$ cat src/rtl/fp_addsub_multichannel_ctrl.sv
// Multichannel FP add/sub controller: IEEE<->FloPoCo conversion around an external
// FPAddSub core, tag pipeline for in-order retire, and per-channel held results.
module fp_addsub_multichannel_ctrl #(
  parameter  int WE       = 8,
  parameter  int WF       = 23,
  parameter  int CORE_LAT = 2,
  parameter  int NCH      = 4,
  localparam int N        = WE + WF + 1,
  localparam int FW       = N + 2,
  localparam int CH_W     = (NCH > 1) ? $clog2(NCH) : 1,
  localparam int CNT_W    = $clog2(CORE_LAT + 3)
) (
  input  logic             clk,
  input  logic             rst_n,
  input  logic             start,
  input  logic             op,
  input  logic [CH_W-1:0]  ch,
  input  logic [N-1:0]     a,
  input  logic [N-1:0]     b,
  input  logic             iter_reinit,
  output logic [FW-1:0]    core_x,
  output logic [FW-1:0]    core_y,
  input  logic [FW-1:0]    core_radd,
  input  logic [FW-1:0]    core_rsub,
  output logic [N-1:0]     result,
  output logic             finish,
  output logic [CH_W-1:0]  res_ch,
  output logic             finish_dash,
  output logic [N-1:0]     result_d,
  output logic [CH_W-1:0]  res_ch_d,
  output logic [NCH*N-1:0] held_out,
  output logic             busy,
  output logic [CNT_W-1:0] inflight
);

  localparam logic [CNT_W-1:0] CNT_ONE = {{(CNT_W-1){1'b0}}, 1'b1};

  // Subnormals flush to +0; inf/NaN are moved into the exception field.
  function automatic logic [FW-1:0] ieee_to_fpc(input logic [N-1:0] v);
    logic [WE-1:0] e;
    logic [WF-1:0] f;
    logic [FW-1:0] r;
    e = v[N-2:WF];
    f = v[WF-1:0];
    if (e == {WE{1'b0}}) begin
      r = {FW{1'b0}};
    end else if (e == {WE{1'b1}}) begin
      if (f == {WF{1'b0}}) begin
        r = {2'b10, v};
      end else begin
        r = {2'b11, v};
      end
    end else begin
      r = {2'b01, v};
    end
    return r;
  endfunction

  function automatic logic [N-1:0] fpc_to_ieee(input logic [FW-1:0] x);
    logic [N-1:0] r;
    case (x[FW-1:FW-2])
      2'b00:   r = {N{1'b0}};
      2'b01:   r = x[N-1:0];
      2'b10:   r = {x[N-1], {WE{1'b1}}, {WF{1'b0}}};
      2'b11:   r = {1'b0, {WE{1'b1}}, 1'b1, {(WF-1){1'b0}}};
      default: r = {N{1'b0}};
    endcase
    return r;
  endfunction

  logic [FW-1:0]                core_x_q, core_x_d, core_y_q, core_y_d;
  logic [CORE_LAT:0]            tag_vld_q, tag_vld_d, tag_op_q, tag_op_d;
  logic [CORE_LAT:0][CH_W-1:0]  tag_ch_q, tag_ch_d;
  logic [N-1:0]                 rslt_q, rslt_d, dash_rslt_q, dash_rslt_d;
  logic                         fin_q, fin_d, dash_q, dash_d;
  logic [CH_W-1:0]              rch_q, rch_d, dash_ch_q, dash_ch_d;
  logic [N-1:0]                 held_q [NCH];
  logic [N-1:0]                 held_d [NCH];
  logic [CNT_W-1:0]             inflight_q, inflight_d;
  logic                         busy_q, busy_d;
  logic [FW-1:0]                retire_s;

  // Issue stage and tag pipeline; op and ch travel with each tag.
  always_comb begin
    core_x_d  = core_x_q;
    core_y_d  = core_y_q;
    if (start) begin
      core_x_d = ieee_to_fpc(a);
      core_y_d = ieee_to_fpc(b);
    end else begin
      core_x_d = core_x_q;
      core_y_d = core_y_q;
    end
    tag_vld_d = {tag_vld_q[CORE_LAT-1:0], start};
    tag_op_d  = {tag_op_q[CORE_LAT-1:0], op & start};
    tag_ch_d  = {tag_ch_q[CORE_LAT-1:0], (start ? ch : {CH_W{1'b0}})};
  end

  // Retire stage picks the core output named by the tag, then the delayed copy.
  always_comb begin
    retire_s = tag_op_q[CORE_LAT] ? core_rsub : core_radd;
    fin_d    = tag_vld_q[CORE_LAT];
    rslt_d   = rslt_q;
    rch_d    = rch_q;
    if (tag_vld_q[CORE_LAT]) begin
      rslt_d = fpc_to_ieee(retire_s);
      rch_d  = tag_ch_q[CORE_LAT];
    end else begin
      rslt_d = rslt_q;
      rch_d  = rch_q;
    end
    dash_d      = fin_q;
    dash_rslt_d = rslt_q;
    dash_ch_d   = rch_q;
  end

  // In-flight counter: a start and a finish in the same cycle cancel out.
  always_comb begin
    inflight_d = inflight_q;
    if (start && !fin_q) begin
      inflight_d = inflight_q + CNT_ONE;
    end else if (!start && fin_q) begin
      inflight_d = inflight_q - CNT_ONE;
    end else begin
      inflight_d = inflight_q;
    end
    busy_d = (inflight_d != {CNT_W{1'b0}});
  end

  // Held results: the delayed write wins on its channel, reinit clears the rest.
  always_comb begin
    for (int c = 0; c < NCH; c++) begin
      held_d[c] = held_q[c];
      if (dash_q && (dash_ch_q == CH_W'(c))) begin
        held_d[c] = dash_rslt_q;
      end else if (!iter_reinit) begin
        held_d[c] = {N{1'b0}};
      end else begin
        held_d[c] = held_q[c];
      end
    end
  end

  // Bypass lets a consumer see the delayed result in the cycle it is written.
  always_comb begin
    held_out = {(NCH*N){1'b0}};
    for (int c = 0; c < NCH; c++) begin
      if (dash_q && (dash_ch_q == CH_W'(c))) begin
        held_out[c*N +: N] = dash_rslt_q;
      end else begin
        held_out[c*N +: N] = held_q[c];
      end
    end
  end

  // State register with synchronous active-low reset.
  always_ff @(posedge clk) begin
    if (!rst_n) begin
      core_x_q    <= {FW{1'b0}};
      core_y_q    <= {FW{1'b0}};
      tag_vld_q   <= {(CORE_LAT+1){1'b0}};
      tag_op_q    <= {(CORE_LAT+1){1'b0}};
      tag_ch_q    <= {((CORE_LAT+1)*CH_W){1'b0}};
      rslt_q      <= {N{1'b0}};
      fin_q       <= 1'b0;
      rch_q       <= {CH_W{1'b0}};
      dash_q      <= 1'b0;
      dash_rslt_q <= {N{1'b0}};
      dash_ch_q   <= {CH_W{1'b0}};
      inflight_q  <= {CNT_W{1'b0}};
      busy_q      <= 1'b0;
      for (int c = 0; c < NCH; c++) begin
        held_q[c] <= {N{1'b0}};
      end
    end else begin
      core_x_q    <= core_x_d;
      core_y_q    <= core_y_d;
      tag_vld_q   <= tag_vld_d;
      tag_op_q    <= tag_op_d;
      tag_ch_q    <= tag_ch_d;
      rslt_q      <= rslt_d;
      fin_q       <= fin_d;
      rch_q       <= rch_d;
      dash_q      <= dash_d;
      dash_rslt_q <= dash_rslt_d;
      dash_ch_q   <= dash_ch_d;
      inflight_q  <= inflight_d;
      busy_q      <= busy_d;
      for (int c = 0; c < NCH; c++) begin
        held_q[c] <= held_d[c];
      end
    end
  end

  assign core_x      = core_x_q;
  assign core_y      = core_y_q;
  assign result      = rslt_q;
  assign finish      = fin_q;
  assign res_ch      = rch_q;
  assign finish_dash = dash_q;
  assign result_d    = dash_rslt_q;
  assign res_ch_d    = dash_ch_q;
  assign busy        = busy_q;
  assign inflight    = inflight_q;

endmodule

$ cat config.mk
export PLATFORM = sky130hd
export DESIGN_NAME = fp_addsub_multichannel_ctrl
export DESIGN_NICKNAME = d
export VERILOG_FILES = /design/src/rtl/fp_addsub_multichannel_ctrl.sv
export SDC_FILE = /design/constraint.sdc
export NUM_CORES = 1
export LEC_CHECK = 0
export BUFFER_PORTS_ARGS = -buffer_cell sky130_fd_sc_hd__buf_4
export CAP_MARGIN = 20
export CORE_AREA = 2 2 160 162
export CTS_BUF_LIST = sky130_fd_sc_hd__clkbuf_2
export DETAILED_ROUTE_END_ITERATION = 7
export DIE_AREA = 0 0 162 164
export GPL_TIMING_DRIVEN = 0
export HOLD_SLACK_MARGIN = 0.05
export PLACE_DENSITY = 0.75
export SYNTH_ARGS = -nofsm -noshare
export SYNTH_HDL_FRONTEND = slang
export SYNTH_SLANG_ARGS = --single-unit
$ cat constraint.sdc
create_clock -name clk -period 4.7 [get_ports clk]
set_clock_uncertainty 0.15 [all_clocks]
set_input_delay 0.705 -clock clk [delete_from_list [all_inputs] [get_ports clk]]
set_output_delay 0.705 -clock clk [all_outputs]
set_load 0.01 [all_outputs]
==> results.cfg <==
[route]
wl_per_cell_um = 17.6
drt_iter0_markers = 814
ant_nets = 0
vias = 12100
drt-pass1-iter-count = 5
via_per_inst = 5.09
drc_errors = 0
drt_wl_total_mm = 42.1

[finish]
num-nets-final = 2148
final_cell_mix = nand2_1 (545), buf_4 (407), dfxtp_1 (282), nor2b_1 (119), dlygate4sd3_1 (107)
drive_above_1_share_pct = 26.7
synthToLayoutAreaGrowth_pct = 44.7
final_common_cell = nand2_1
fin_cells = 2384

[synthesis]
synth-main-ff-cell = dfxtp_1
synth.cell_area_um2 = 11500
syn-num-nets = 1561
synth_edf_count = 0
yosysSeqAreaShare_pct = 49.0
syn_area_per_cell_um2 = 8.11
synth_seq_cells = 282
async_flop_share_pct = 0
ys_warn_count = 0
netlist_instances = 1420
yosys.cell_types.count = 38

[floorplan]
rows = 58
coreArea_um2 = 24800
dieArea_um2 = 26600
die_y_um = 164
dieWidth_um = 162
pin_count = 409
start_util_pct = 46.4

[worst_setup_path]
crit_path_start = finish_dash
r2r_end = result[3]
crit_path_end_kind = primary output
worstSetupPathType = reg2out
critical_path_arrival_ns = 2.73
critPathMaxStageDelay_ns = 0.73
worstPathCellList = buf_2 > nor3b_1 > buf_2 > nand2_1 > nand2_1 > buf_4
critPathLaunchType = flip-flop
r2r_cells = 5
path_buf_inv = 3
r2r_setup_slack_ns = 2.10
worstSetupEndpoint = held_out[4]
path_delay_family = simple AND/OR/NAND/NOR gates
r2r_start = tag_op_q[2]
worst_path_max_delay_cell = nor3b_1
path_depth = 6
crit_required_ns = 3.85
critPathMaxFanout = 10

[grt]
overflow = 0
grt_pass1_wl_mm = 62.8
grt_start_max_net_pins = 11
grt_pass1_vias = 11800
antenna_found_initial = 1
grt_use_total_pct = 30.5

[sta]
setup_slack_ns = 1.11
layout_min_cycle_time_ns = 3.59
fmax_mhz = 279
relSlewSlack_pct = 41.9
drv_slew = 0
finalHoldViolCount = 0
tightest_slew_ns = 0.870
rsz0062_at_grt = false
setup_viol = 0
fin_crit_sh_pct = 76.4
fin_setup_tns_ns = 0

[clocking]
path_clk_slew_ns = 0.10
cts_root_buf = clkbuf_2
cts_resized = 0
cts-htree-levels = 3
clk_latency_ns = 0.85
cts_sinks = 282
postCtsHoldBufs = 107
cts_tree = built
max-clock-path-buffers = 3
cts_setup_buffers = 0
cts_made_buffers = 71

[power]
leakage_nw = 7.91
power.density_nw_per_um2 = 275
ir_worst_vdd_v = 0.000196

[placement]
preCtsSetupSlack_ns = 1.93
io_buffers = 407
routabilityCongestion = 0.846
place_inst = 2157
hpwl_mm = 29.8

[flow_run]
cap_violations = 0

[hold_path]
hp-class = in2reg
hp-start = core_rsub[12]

[run_status]
status = completed
## Yosys cell counts (6+ instances only)
library cell  count  share of area [%]
a21boi_0         92                6.0
nor4_1           14               0.76
dfxtp_1         282                 49
o22ai_1          22                1.2
a21oi_1          49                2.1
nand4_1           6               0.33
inv_1            24               0.78
o22a_1            7               0.53
nand3b_1          6               0.39
mux2i_1          51                4.4
nor2b_1         119                6.5
buf_2            29                1.3
a21boi_1         39                2.5
clkbuf_1         58                1.9
nand2_1         545                 18
and2_1           28                1.5
nor2_1           10               0.33
## kinds of logic after synthesis
kind of cell             Yosys count  share of synthesized area, %
AO/OA/AOI/OAI                    219                          13.1
XOR/XNOR                           4                         0.304
adder cells (fa/ha/maj)            2                         0.217
buffers and inverters            119                          4.45
flip-flops                       282                          49.0
multiplexers                      53                          4.65
AND/OR/NAND/NOR                  741                          28.3
## area by class of cell
cell class	instances	area [um^2]
clock buffers	99	495
inverters	25	93.8
clock inverters	20	114
flip-flops and latches	282	5650
plain buffers	94	419
multi-input cells	1019	5360
repair buffers	514	4130
well taps	330	413
fillers	2017	8150
diodes	1	2.50
## per-layer routing
layer | GRT usage, % | routed length (um) | vias up
met5 | 0 | 0 | -
met4 | 14.3 | 1700 | 0
met3 | 7.05 | 3620 | 116
met2 | 55.2 | 20800 | 604
met1 | 33.8 | 15900 | 5630
li1 | - | - | 5794
## sequential cells by signal, summed over array words and instances, names as in the netlist
register     count
res_ch_d         2
inflight         3
tag_vld_q        3
core_x          34
result_d        32
finish_dash      1
tag_ch_d         4
result          32
held_q         128
tag_ch_q         2
finish           1
busy             1
core_y          34
tag_op_q         3
res_ch           2
## metrics by stage
step                      instance area (um^2)  hold WS, ns  utilization [%]  power (mW)
after detailed placement                 15000        0.271             60.4        2.94
after floorplan                          11500        0.262                -        2.70
after global placement                   15000        0.264             60.4        2.93
after global routing                     16700       0.0632             67.2        4.79
final                                    16700        0.108             67.2        4.58
after CTS                                16700       0.0637             67.1        4.61
## how the worst min path moves through the flow
stage | to | slack (ns) | depth (start not counted)
5_1_grt | result[12] | 0.06 | 3
2_1_floorplan | tag_ch_d[4] | 0.26 | 1
4_1_cts | result[12] | 0.06 | 3
6_report | result[12] | 0.11 | 3
3_3_place_gp | tag_vld_q[1] | 0.26 | 1
3_5_place_dp | tag_op_q[2] | 0.27 | 1
## power breakdown
group | switching (mW) | internal, mW | total (mW)
Clock | 0.991 | 0.620 | 1.61
Combinational | 0.232 | 0.276 | 0.509
Sequential | 0.0308 | 2.43 | 2.46
Total | 1.25 | 3.33 | 4.58
## tightest hold or removal path, stage by stage
cell and delay (ns):
buf_4 0.07, mux2i_1 0.10, o22ai_1 0.15
Power figures use the tool's default switching activity.
